**src/rtl/axis_bus_pkg.sv**
```systemverilog
// Shared selection codes, FSM encoding and helpers for the packet-level AXI-stream arbiter.
// The selection code drives both the tready demux and the tdata/tvalid mux downstream.
package axis_bus_pkg;

    localparam logic [7:0] NON_FIFO_CHOOSE = 8'd0;
    localparam logic [7:0] CHOOSE_BASE     = 8'd128;
    // Wide enough for the largest supported source count (127).
    localparam int         IDX_W           = 7;

    typedef enum logic [1:0] {
        IDLE  = 2'd0,
        GRANT = 2'd1,
        GAP   = 2'd2
    } state_t;

    function automatic logic [7:0] sel_code(input logic [IDX_W-1:0] idx);
        return CHOOSE_BASE + {1'b0, idx};
    endfunction

endpackage

```
**src/rtl/axis_bus_arbiter_rr_pick.sv**
```systemverilog
// Combinational rotate-priority encoder: first set request strictly after ptr, with wrap-around.
// The source at ptr itself is searched last, so it has the lowest priority.
module rr_pick
    import axis_bus_pkg::*;
#(
    parameter int N = 4
) (
    input  logic [N-1:0]     req,
    input  logic [IDX_W-1:0] ptr,
    output logic [IDX_W-1:0] idx,
    output logic             found
);

    logic [IDX_W-1:0] start;
    logic [N-1:0]     rot;
    logic [IDX_W:0]   sum;

    always_comb begin
        start = (ptr >= IDX_W'(N - 1)) ? '0 : ptr + IDX_W'(1);
        // Rotate so that bit 0 of rot corresponds to source 'start'.
        rot   = N'({req, req} >> start);
        idx   = '0;
        found = 1'b0;
        sum   = '0;
        // Descending scan: the lowest set bit of rot is written last and wins.
        for (int i = N - 1; i >= 0; i--) begin
            if (rot[i]) begin
                found = 1'b1;
                sum   = {1'b0, start} + (IDX_W + 1)'(i);
                if (sum >= (IDX_W + 1)'(N)) begin
                    sum = sum - (IDX_W + 1)'(N);
                end
                idx = sum[IDX_W-1:0];
            end
        end
    end

endmodule

```
**src/rtl/axis_bus_arbiter.sv**
```systemverilog
// Packet-level round-robin arbiter: holds one source for a whole AXI-stream packet,
// inserts one idle cycle between packets and releases a stalled grant via a watchdog.
module axis_bus_arbiter
    import axis_bus_pkg::*;
#(
    parameter int N_FIFO  = 4,
    parameter int TIMEOUT = 1024,
    parameter int CNT_W   = 16
) (
    input  logic              clk,
    input  logic              rst,
    input  logic [N_FIFO-1:0] fifo_req,
    input  logic              axis_in_tvalid,
    input  logic              axis_in_tready,
    input  logic              axis_in_tlast,
    output logic [7:0]        bus_sel,
    output logic              grant_active,
    output logic              pkt_done,
    output logic [CNT_W-1:0]  pkt_beats,
    output logic              timeout_err
);

    localparam logic [CNT_W-1:0] WD_LAST = CNT_W'(TIMEOUT - 1);
    localparam logic [CNT_W-1:0] CNT_ONE = CNT_W'(1);

    state_t           state;
    state_t           state_nxt;
    logic [IDX_W-1:0] ptr;
    logic [IDX_W-1:0] pick_idx;
    logic             pick_found;
    logic [CNT_W-1:0] beat_cnt;
    logic [CNT_W-1:0] wdog;
    logic [CNT_W-1:0] beat_cnt_inc;
    logic             beat;
    logic             done_hit;
    logic             wd_hit;

    rr_pick #(.N(N_FIFO)) u_pick (
        .req   (fifo_req),
        .ptr   (ptr),
        .idx   (pick_idx),
        .found (pick_found)
    );

    // A beat is a cycle where the selected stream has tvalid and the sink has tready
    // while granted; tvalid may be held without tready indefinitely (watchdog applies).
    assign beat         = (state == GRANT) && axis_in_tvalid && axis_in_tready;
    assign done_hit     = beat && axis_in_tlast;
    assign wd_hit       = (state == GRANT) && !beat && (wdog == WD_LAST);
    assign beat_cnt_inc = (beat_cnt == '1) ? beat_cnt : beat_cnt + CNT_ONE;

    always_ff @(posedge clk or posedge rst) begin
        if (rst) begin
            state <= IDLE;
        end else begin
            state <= state_nxt;
        end
    end

    always_comb begin
        state_nxt = state;
        case (state)
            IDLE:    if (pick_found) state_nxt = GRANT;
            GRANT:   if (done_hit || wd_hit) state_nxt = GAP;
            GAP:     state_nxt = IDLE;
            default: state_nxt = IDLE;
        endcase
    end

    // The pointer always equals the granted index while in GRANT.
    always_comb begin
        bus_sel      = NON_FIFO_CHOOSE;
        grant_active = 1'b0;
        if (state == GRANT) begin
            bus_sel      = sel_code(ptr);
            grant_active = 1'b1;
        end
    end

    always_ff @(posedge clk or posedge rst) begin
        if (rst) begin
            ptr         <= IDX_W'(N_FIFO - 1);
            beat_cnt    <= '0;
            wdog        <= '0;
            pkt_done    <= 1'b0;
            pkt_beats   <= '0;
            timeout_err <= 1'b0;
        end else begin
            pkt_done    <= done_hit;
            timeout_err <= wd_hit;
            if (state == IDLE && pick_found) begin
                ptr <= pick_idx;
            end
            if (done_hit) begin
                pkt_beats <= beat_cnt_inc;
            end
            if (state == GRANT && !done_hit) begin
                if (beat) begin
                    beat_cnt <= beat_cnt_inc;
                    wdog     <= '0;
                end else begin
                    wdog     <= wdog + CNT_ONE;
                end
            end else begin
                beat_cnt <= '0;
                wdog     <= '0;
            end
        end
    end

endmodule

```
**config.mk**
```make
export PLATFORM = sky130hd
export DESIGN_NAME = axis_bus_arbiter
export DESIGN_NICKNAME = d
export VERILOG_FILES = /design/src/rtl/axis_bus_pkg.sv /design/src/rtl/axis_bus_arbiter_rr_pick.sv /design/src/rtl/axis_bus_arbiter.sv
export SDC_FILE = /design/constraint.sdc
export NUM_CORES = 1
export LEC_CHECK = 0
export ABC_AREA = 0
export CORE_MARGIN = 4
export CORE_UTILIZATION = 40
export CTS_BUF_LIST = sky130_fd_sc_hd__clkbuf_4 sky130_fd_sc_hd__clkbuf_8
export CTS_CLUSTER_SIZE = 24
export DETAILED_ROUTE_END_ITERATION = 7
export PLACE_DENSITY_LB_ADDON = 0.12
export SLEW_MARGIN = 0
export SYNTH_ARGS = -nofsm -noshare
export SYNTH_HDL_FRONTEND = slang
export SYNTH_SLANG_ARGS = --single-unit
export TNS_END_PERCENT = 30
```
**constraint.sdc**
```tcl
create_clock -name clk -period 3.3 [get_ports clk]
set_input_delay 0.495 -clock clk [delete_from_list [all_inputs] [get_ports clk]]
set_output_delay 0.495 -clock clk [all_outputs]
set_load 0.01 [all_outputs]
```
==> results of run 1 <==
[state kept, by name, summed over array words and instances, names as in the netlist]
signal       cells
beat_cnt        16
pkt_done         1
timeout_err      1
ptr              7
wdog            16
pkt_beats       16
state            2
[worst max-delay path: stages (launching register included)]
cell,delay [ps]
dfstp_2,620
ha_1,370
a21boi_1,210
nand3_1,170
ha_1,200
inv_1,70
ha_1,190
a21boi_0,230
nand2_1,130
mux2_2,300
a221oi_1,270
o31ai_1,100
[routing by layer]
| layer | vias up | wire, um | GRT usage |
|---|---|---|---|
| met3 | 15 | 270 | 0.0348 |
| met1 | 1483 | 3940 | 0.214 |
| met2 | 66 | 4060 | 0.269 |
| met4 | 0 | 145 | 0.0570 |
| li1 | 1580 | - | - |
| met5 | - | 0 | 0 |
[cells by family (layout without fill, tap and decap cells)]
family	after synthesis	in the layout	share of synthesized area
xor+xnor	24	24	0.0567
compound gates	98	98	0.169
simple gates	176	176	0.255
fa+ha+maj	17	17	0.0574
flops	59	59	0.399
other cells	2	6	0.00203
buf+inv	43	78	0.0459
mux	5	5	0.0145
[cell type report]
type / instances / area, sq um
Inverter: 20 / 75.1
Fill cell: 868 / 4450
Timing Repair Buffer: 44 / 430
Multi-Input combinational cell: 326 / 2080
Clock inverter: 2 / 35.0
Tap cell: 108 / 135
Sequential cell: 59 / 1480
Clock buffer: 12 / 165
[where the power goes]
| part | internal, mW | switching, mW | leakage [nW] |
|---|---|---|---|
| logic | 0.499 | 0.631 | 1.04 |
| registers | 0.821 | 0.102 | 0.796 |
| clock network | 0.401 | 0.265 | 0.104 |
[stage by stage]
step | hold slack (ps) | area, sq um | utilization
2_1_floorplan | 433 | 3720 | -
3_3_place_gp | 454 | 4200 | 0.474
3_5_place_dp | 450 | 4200 | 0.474
4_1_cts | 458 | 4400 | 0.497
5_1_grt | 478 | 4400 | 0.497
6_report | 458 | 4400 | 0.497
[final timing paths]
path | to | slack, ps | depth (start not counted)
max | ptr[3] | 310 | 11
min | wdog[0] | 460 | 1
max reg2reg | ptr[3] | 310 | 11
min reg2reg | wdog[0] | 460 | 1
max in group asynchronous | ptr[1] | 2460 | 3
min in group asynchronous | ptr[3] | 530 | 3
[cells in the final DEF, fill, tap and decap left out, types with 3 or more instances in the layout]
| cell type | netlist | routed |
|---|---|---|
| nand2_1 | 52 | 52 |
| or3_1 | 8 | 8 |
| nand3_1 | 18 | 18 |
| and4_1 | 5 | 5 |
| a22o_1 | 3 | 3 |
| xor2_1 | 12 | 12 |
| ha_1 | 17 | 17 |
| o21ai_0 | 32 | 32 |
| buf_4 | 1 | 8 |
| nor3_1 | 7 | 6 |
| o211a_1 | 4 | 4 |
| xnor2_1 | 12 | 12 |
| clkbuf_8 | 0 | 12 |
| a21oi_1 | 20 | 20 |
| nand4_1 | 11 | 11 |
| conb_1 | 2 | 6 |
| a31oi_1 | 10 | 10 |
| nor2_1 | 30 | 30 |
| and2_1 | 8 | 8 |
| inv_1 | 19 | 18 |
| mux2_2 | 3 | 3 |
| dfrtp_1 | 57 | 57 |
| clkdlybuf4s50_1 | 0 | 35 |
| o211ai_1 | 6 | 6 |
| and3_1 | 9 | 9 |
| nand2b_1 | 7 | 7 |
==> results.py, run 1 <==
metrics = {
    "grt": {
        "grt_pass1_wl_um": 14900,
        "grt_overflow": 0,
        "grt_usage": 0.164,
        "antenna_found_initial": 0,
        "grt_pass1_vias": 3119,
        "grt_max_degree": 60,
    },
    "floorplanning": {
        "start_util": 0.419,
        "die_y_um": 104,
        "io_pins": 36,
        "die-area_sq_mm": 0.0109,
        "rows": 34,
        "fp.dieW_um": 104,
        "coreArea_sq_mm": 0.00885,
    },
    "synthesis": {
        "syn_inst": 424,
        "synth.avg_cell_area_sq_um": 8.74,
        "synth.area.top_cells": "dfrtp_1 (38%), ha_1 (5.7%), nand2_1 (5.3%), o21ai_0 (4.3%), nor2_1 (3.0%)",
        "yosys.cell_types.count": 62,
        "ys_ff_latch": 59,
        "synth_top_cell_by_area": "dfrtp_1",
        "synth-async-reset-ratio": 1.00,
        "ys_seq_area_frac": 0.399,
        "synth_warnings": 0,
        "yosysMostFrequentCell": "dfrtp_1",
        "synth_edf_count": 0,
        "synth_area_sq_mm": 0.00371,
        "synth_flop_cell": "dfrtp_1",
        "synth_common_cells": "dfrtp_1 (57), nand2_1 (52), o21ai_0 (32), nor2_1 (30), a21oi_1 (20)",
        "synth_top_area_share": 0.385,
    },
    "clock_network": {
        "clock-root-buffer": "clkbuf_8",
        "hold_buffers": 0,
        "ctsResizeCount": 0,
        "cts_sinks": 59,
        "cts_setup_buffers": 0,
        "clk_pin_slew_worst_paths_ps": 60,
        "cts_tree": "built",
        "cts_buffer_depth": 2,
        "clkLatencyLatePin_ps": 330,
        "cts_htree_levels": 3,
        "cts_made_buffers": 9,
    },
    "placed_design": {
        "pre_cts_ws_ps": 347,
        "hpwlAfterDp_um": 6210,
        "place.gp.congestion": 0.829,
        "dpl.cell_count": 557,
        "io_buffers": 35,
    },
    "drt": {
        "wl_um": 8420,
        "drc": 0,
        "vias": 3144,
        "ant_nets": 0,
        "firstDrtPassIters": 4,
        "viasPerCell": 5.51,
        "wl_per_cell_um": 14.8,
        "drt_iter0_markers": 162,
    },
    "sta": {
        "fin_ws_ps": 311,
        "fin_crit_sh": 0.906,
        "fmax_mhz": 335,
        "min_period_ps": 2990,
        "finClkSkew_ps": 8.47,
        "tns_ps": 0,
        "rsz0062_at_grt": "false",
        "setup_violations": 0,
        "hold_viol_final": 0,
        "maxSlewViolCount": 0,
        "tightest_slew_ps": 548,
        "slew_headroom": 0.635,
    },
    "min_path": {
        "min_from": "wdog[0]",
        "holdCritPathClass": "reg -> reg",
    },
    "layout": {
        "drive_above_1_share": 0.0821,
        "fin_nets": 486,
        "final-instance-count-excl-fill": 571,
        "n_antenna_cell": 0,
        "area_growth_pct": 18.6,
    },
    "worst_setup_path": {
        "reg2reg_from": "ptr[0]",
        "crit_start": "ptr[0]",
        "critical_path.max_fanout": 12,
        "cp-start-kind": "flip-flop",
        "crit_arrival_ps": 3190,
        "crit_required_ps": 3500,
        "worst_setup_path_end_kind": "flip-flop",
        "critPathKind": "reg -> reg",
    },
    "run": {
        "drv_cap": 0,
    },
    "power": {
        "power_density_mw_per_mm2": 618,
        "power_mw": 2.72,
        "max-vdd-ir-drop_mv": 0.272,
        "p_leak_nw": 1.94,
    },
    "run_status": {
        "run_status": "complete, no violations",
    },
}
Note: power is estimated with default switching activity, not from simulation.
==> run 2: changes to the inputs <==
--- a/config.mk
+++ b/config.mk
@@ -11,7 +11,8 @@
 export CTS_BUF_LIST = sky130_fd_sc_hd__clkbuf_4 sky130_fd_sc_hd__clkbuf_8
 export CTS_CLUSTER_SIZE = 24
 export DETAILED_ROUTE_END_ITERATION = 7
-export PLACE_DENSITY_LB_ADDON = 0.12
+export HOLD_SLACK_MARGIN = 0.06
+export PLACE_DENSITY = 0.6
 export SLEW_MARGIN = 0
 export SYNTH_ARGS = -nofsm -noshare
 export SYNTH_HDL_FRONTEND = slang
==> run 2 against run 1 <==
Compared with the run above: first-iteration DRC count increased by 34%; highest routed layer unchanged; clock power increased by 27%; worst setup slack improved by 49 ps; hold slack improved by 7.6 ps; die area unchanged; sequential share of layout area decreased by 0.36 points; routed wire length increased by 0.12%; count of clock-buffer cells in the layout unchanged; combinational power about the same; non-clock buffer count unchanged; power increased by 5.8%.
==> results.py, run 2 (synthesis gave the netlist of run 1 again) <==
metrics = {
    "layout": {
        "area_growth_pct": 19.9,
        "final_cell_mix": "dfrtp_1 (57), nand2_1 (52), clkdlybuf4s50_1 (35)",
        "layout_commonest_cell": "dfrtp_1",
        "nFillCells": 822,
        "drive_above_1_share": 0.0860,
        "multi_input_area_sq_mm": 0.00208,
        "fin_nets": 486,
        "final-instance-count-excl-fill": 573,
        "regArea_sq_mm": 0.00148,
        "reg_top3": "beat_cnt (16), pkt_beats (16), wdog (16)",
        "n_antenna_cell": 0,
    },
    "placed_design": {
        "dpl.cell_count": 557,
        "place.gp.congestion": 0.865,
        "hpwlAfterDp_um": 6010,
        "io_buffers": 35,
    },
    "floorplanning": {
        "coreArea_sq_mm": 0.00885,
        "die_y_um": 104,
        "start_util": 0.419,
        "rows": 34,
        "die-area_sq_mm": 0.0109,
        "fp.dieW_um": 104,
        "io_pins": 36,
    },
    "min_path": {
        "hold_depth": 1,
        "min_from": "wdog[0]",
        "hold-path-endpoint": "wdog[0]",
        "holdCritPathClass": "reg -> reg",
    },
    "sta": {
        "fmax_mhz": 340,
        "setup_violations": 0,
        "fin_crit_sh": 0.891,
        "rsz0062_at_grt": "false",
        "tightest_slew_ps": 769,
        "hold_viol_final": 0,
        "maxSlewViolCount": 0,
        "slew_headroom": 0.487,
        "min_period_ps": 2940,
        "tns_ps": 0,
        "finClkSkew_ps": 9.99,
    },
    "worst_setup_path": {
        "crit_required_ps": 3500,
        "crit_arrival_ps": 3140,
        "reg2reg_from": "ptr[0]",
        "rr_worst_depth": 11,
        "critical_path.max_fanout": 12,
        "rr_endpoint": "ptr[3]",
        "critPathKind": "reg -> reg",
        "cp-start-kind": "flip-flop",
        "worst_setup_path_end_kind": "flip-flop",
        "reg2reg_slack_ps": 360,
    },
    "clock_network": {
        "clkLatencyLatePin_ps": 330,
        "cts_tree": "built",
        "cts_sinks": 59,
        "ctsResizeCount": 0,
        "hold_buffers": 0,
        "cts_htree_levels": 3,
        "clock-root-buffer": "clkbuf_8",
        "cts_buffer_depth": 2,
        "cts_made_buffers": 9,
        "cts_setup_buffers": 0,
        "clk_pin_slew_worst_paths_ps": 70,
    },
    "drt": {
        "wl_um": 8430,
        "wl_per_cell_um": 14.7,
        "ant_nets": 0,
        "drt_iter0_markers": 217,
        "vias": 3172,
        "firstDrtPassIters": 7,
        "viasPerCell": 5.54,
        "drc": 0,
    },
    "grt": {
        "grt_usage": 0.163,
        "grt_pass1_wl_um": 14700,
        "grt_max_degree": 60,
        "grt_pass1_vias": 3033,
        "antenna_found_initial": 0,
        "grt_overflow": 0,
    },
    "power": {
        "p_int_mw": 1.88,
        "power_mw": 2.88,
        "p_comb_frac": 0.387,
        "p_sw_frac": 0.347,
        "clkPwrFrac": 0.294,
        "p_sw_mw": 1.00,
        "max-vdd-ir-drop_mv": 0.416,
        "power_density_mw_per_mm2": 648,
        "seqPwrFrac": 0.319,
        "p_leak_nw": 1.96,
    },
    "run": {
        "drv_cap": 0,
    },
    "run_status": {
        "run_status": "complete, no violations",
    },
}
==> run 2: worst max path at each step <==
stage,start,end,slack (ps),cells past startpoint
finish,ptr[0],ptr[3],360,11
detailed placement,ptr[0],ptr[3],390,11
global placement,ptr[0],ptr[3],470,11
floorplan,ptr[1],ptr[5],590,10
global route,ptr[0],ptr[3],100,12
CTS,ptr[0],ptr[3],370,11
==> run 2: final cells by class <==
type / instances / share of cell area
clock inverters: 4 / 0.0214
multi-input cells: 326 / 0.467
flip-flops and latches: 59 / 0.333
repair buffers: 44 / 0.0940
clock buffers: 12 / 0.0372
well taps: 108 / 0.0304
inverters: 20 / 0.0169
==> run 2: power by group through the flow <==
stage          Combinational (mW)  Clock, mW  Sequential (mW)
4_1_cts                      1.11      0.875            0.917
2_1_floorplan               0.744          0            0.909
5_1_grt                      1.24      0.908            0.933
3_3_place_gp                 1.10          0            0.929
6_report                     1.11      0.845            0.917
3_5_place_dp                 1.11          0            0.930
==> run 2: metrics by stage <==
| stage | hold WS [ps] | setup slack, ps | area, sq um | util |
|---|---|---|---|---|
| after detailed placement | 457 | 387 | 4180 | 0.473 |
| final | 466 | 360 | 4440 | 0.502 |
| after floorplan | 433 | 587 | 3720 | - |
| after global routing | 472 | 99.3 | 4440 | 0.502 |
| after CTS | 468 | 370 | 4440 | 0.502 |
| after global placement | 450 | 474 | 4180 | 0.473 |
==> run 2: per-layer routing <==
layer,GRT usage,vias up,part of all wire
met5,0,-,0
li1,-,1583,-
met2,0.256,85,0.48
met1,0.215,1494,0.47
met3,0.0447,10,0.038
met4,0.0560,0,0.014
==> run 2: critical path: stages (launching register included) <==
cell	delay (ps)
dfstp_2	620
ha_1	370
a21boi_1	200
nand3_1	160
ha_1	210
inv_1	70
ha_1	180
a21boi_0	240
nand2_1	140
mux2_2	280
a221oi_1	250
o31ai_1	100
==> run 3: changes to the inputs <==
--- a/config.mk
+++ b/config.mk
@@ -7,12 +7,12 @@
 export LEC_CHECK = 0
 export ABC_AREA = 0
 export CORE_MARGIN = 4
-export CORE_UTILIZATION = 40
+export CORE_UTILIZATION = 60
 export CTS_BUF_LIST = sky130_fd_sc_hd__clkbuf_4 sky130_fd_sc_hd__clkbuf_8
 export CTS_CLUSTER_SIZE = 24
 export DETAILED_ROUTE_END_ITERATION = 7
 export HOLD_SLACK_MARGIN = 0.06
-export PLACE_DENSITY = 0.6
+export PLACE_DENSITY = 0.84
 export SLEW_MARGIN = 0
 export SYNTH_ARGS = -nofsm -noshare
 export SYNTH_HDL_FRONTEND = slang
==> run 3 against run 2 <==
Compared with the run above: core utilization increased by 23 points; final area fell by 2.1%; critical endpoint is now ptr[5]; sequential share of layout area up 0.71 points.
==> results.py, run 3 (synthesis gave the netlist of run 1 again) <==
metrics = {
    "power": {
        "p_sw_frac": 0.382,
        "p_sw_mw": 1.04,
        "p_leak_nw": 1.94,
        "p_comb_frac": 0.414,
        "seqPwrFrac": 0.340,
        "max-vdd-ir-drop_mv": 0.434,
        "power_density_mw_per_mm2": 623,
        "clkPwrFrac": 0.247,
        "p_int_mw": 1.68,
    },
    "layout": {
        "finalCoreUtilization": 0.731,
        "reg_top3": "beat_cnt (16), pkt_beats (16), wdog (16)",
        "nFillCells": 446,
        "fin_nets": 487,
        "drive_above_1_share": 0.0901,
        "n_antenna_cell": 0,
        "area_growth_pct": 17.4,
        "layout_commonest_cell": "dfrtp_1",
        "stdcell_area_sq_mm": 0.00435,
        "final_cell_mix": "dfrtp_1 (57), nand2_1 (52), clkdlybuf4s50_1 (35)",
    },
    "clock_network": {
        "cts_buffer_depth": 2,
        "cts_made_buffers": 9,
        "clock-root-buffer": "clkbuf_8",
        "cts_tree": "built",
        "clk_pin_slew_worst_paths_ps": 70,
        "ctsResizeCount": 0,
        "cts_htree_levels": 3,
        "hold_buffers": 0,
        "clkLatencyLatePin_ps": 350,
        "cts_setup_buffers": 0,
        "cts_sinks": 59,
    },
    "placed_design": {
        "io_buffers": 35,
        "place.gp.congestion": 0.905,
        "placed_area_sq_mm": 0.00415,
        "hpwlAfterDp_um": 6110,
    },
    "run_status": {
        "run_status": "complete, no violations",
    },
    "floorplanning": {
        "rows": 28,
        "coreArea_sq_mm": 0.00596,
        "fp.dieW_um": 86.6,
        "die-area_sq_mm": 0.00750,
        "start_util": 0.622,
        "io_pins": 36,
        "die_y_um": 86.6,
    },
    "drt": {
        "top_layer": "met4",
        "wl_um": 8480,
        "wl_met1_um": 3740,
        "wl_met3_um": 382,
        "drc": 0,
        "drt_iter0_markers": 227,
        "viasPerCell": 5.98,
        "wl_per_cell_um": 15.7,
        "met2_wirelength_um": 4190,
        "ant_nets": 0,
        "firstDrtPassIters": 5,
        "vias": 3236,
    },
    "worst_setup_path": {
        "worst_setup_path_end_kind": "flip-flop",
        "critical_path.max_fanout": 12,
        "cp-start-kind": "flip-flop",
        "crit_arrival_ps": 3300,
        "critPathKind": "reg -> reg",
        "crit_required_ps": 3590,
    },
    "sta": {
        "hold_viol_final": 0,
        "setup_violations": 0,
        "min_period_ps": 3020,
        "finClkSkew_ps": 12.4,
        "maxSlewViolCount": 0,
        "slew_headroom": 0.517,
        "tns_ps": 0,
        "rsz0062_at_grt": "false",
        "fmax_mhz": 332,
        "fin_crit_sh": 0.914,
        "tightest_slew_ps": 724,
    },
    "grt": {
        "grt_pass1_wl_um": 14500,
        "antenna_found_initial": 0,
        "grt_pass1_vias": 3117,
        "grt_usage": 0.242,
        "grt_overflow": 0,
        "grt_max_degree": 36,
    },
    "run": {
        "drv_cap": 0,
    },
    "min_path": {
        "holdCritPathClass": "reg -> reg",
    },
}
==> run 3: routing by layer <==
metal  track usage  vias up
met5             0        -
met4        0.0977        0
met3        0.0447       19
met2         0.394      103
met1         0.319     1526
li1              -     1588
==> run 3: metrics by stage <==
step | std cells | setup WS, ps | total power [mW] | hold WS [ps]
2_1_floorplan | 428 | 587 | 1.65 | 433
3_3_place_gp | 525 | 427 | 2.01 | 449
3_5_place_dp | 525 | 273 | 2.03 | 454
4_1_cts | 541 | 247 | 2.70 | 464
5_1_grt | 541 | 59.1 | 2.89 | 492
6_report | 541 | 285 | 2.71 | 460
==> run 3: layout make-up <==
type | instances | area (sq um) | area share
clock inverters | 7 | 75.1 | 0.0173
multi-input cells | 326 | 2080 | 0.478
clock buffers | 9 | 124 | 0.0285
well taps | 75 | 93.8 | 0.0216
flip-flops and latches | 59 | 1480 | 0.340
repair buffers | 45 | 425 | 0.0978
inverters | 20 | 75.1 | 0.0173
==> run 3: final timing paths <==
path / end / slack (ps) / startpoint / depth (start not counted)
setup / recovery: ptr[5] / 280 / ptr[0] / 10
hold / removal: wdog[0] / 460 / wdog[0] / 1
setup reg to reg: ptr[5] / 280 / ptr[0] / 10
hold reg to reg: wdog[0] / 460 / wdog[0] / 1
max in group asynchronous: beat_cnt[1] / 2040 / rst / 3
min in group asynchronous: ptr[3] / 590 / rst / 2
==> run 3: critical path, stage by stage, from the launching register on <==
cell and delay (ps):
dfstp_2 620, ha_2 300, a21boi_1 330, nand3_1 220, inv_1 160, ha_1 280
inv_1 70, ha_1 220, or4b_1 510, nand4_1 110, o211a_1 140
==> run 3: power groups by stage <==
| stage | clock [mW] | combinational [mW] | sequential (mW) |
|---|---|---|---|
| floorplan | 0 | 0.744 | 0.909 |
| global placement | 0 | 1.08 | 0.928 |
| detailed placement | 0 | 1.10 | 0.932 |
| CTS | 0.679 | 1.11 | 0.919 |
| global route | 0.715 | 1.24 | 0.934 |
| finish | 0.669 | 1.12 | 0.921 |
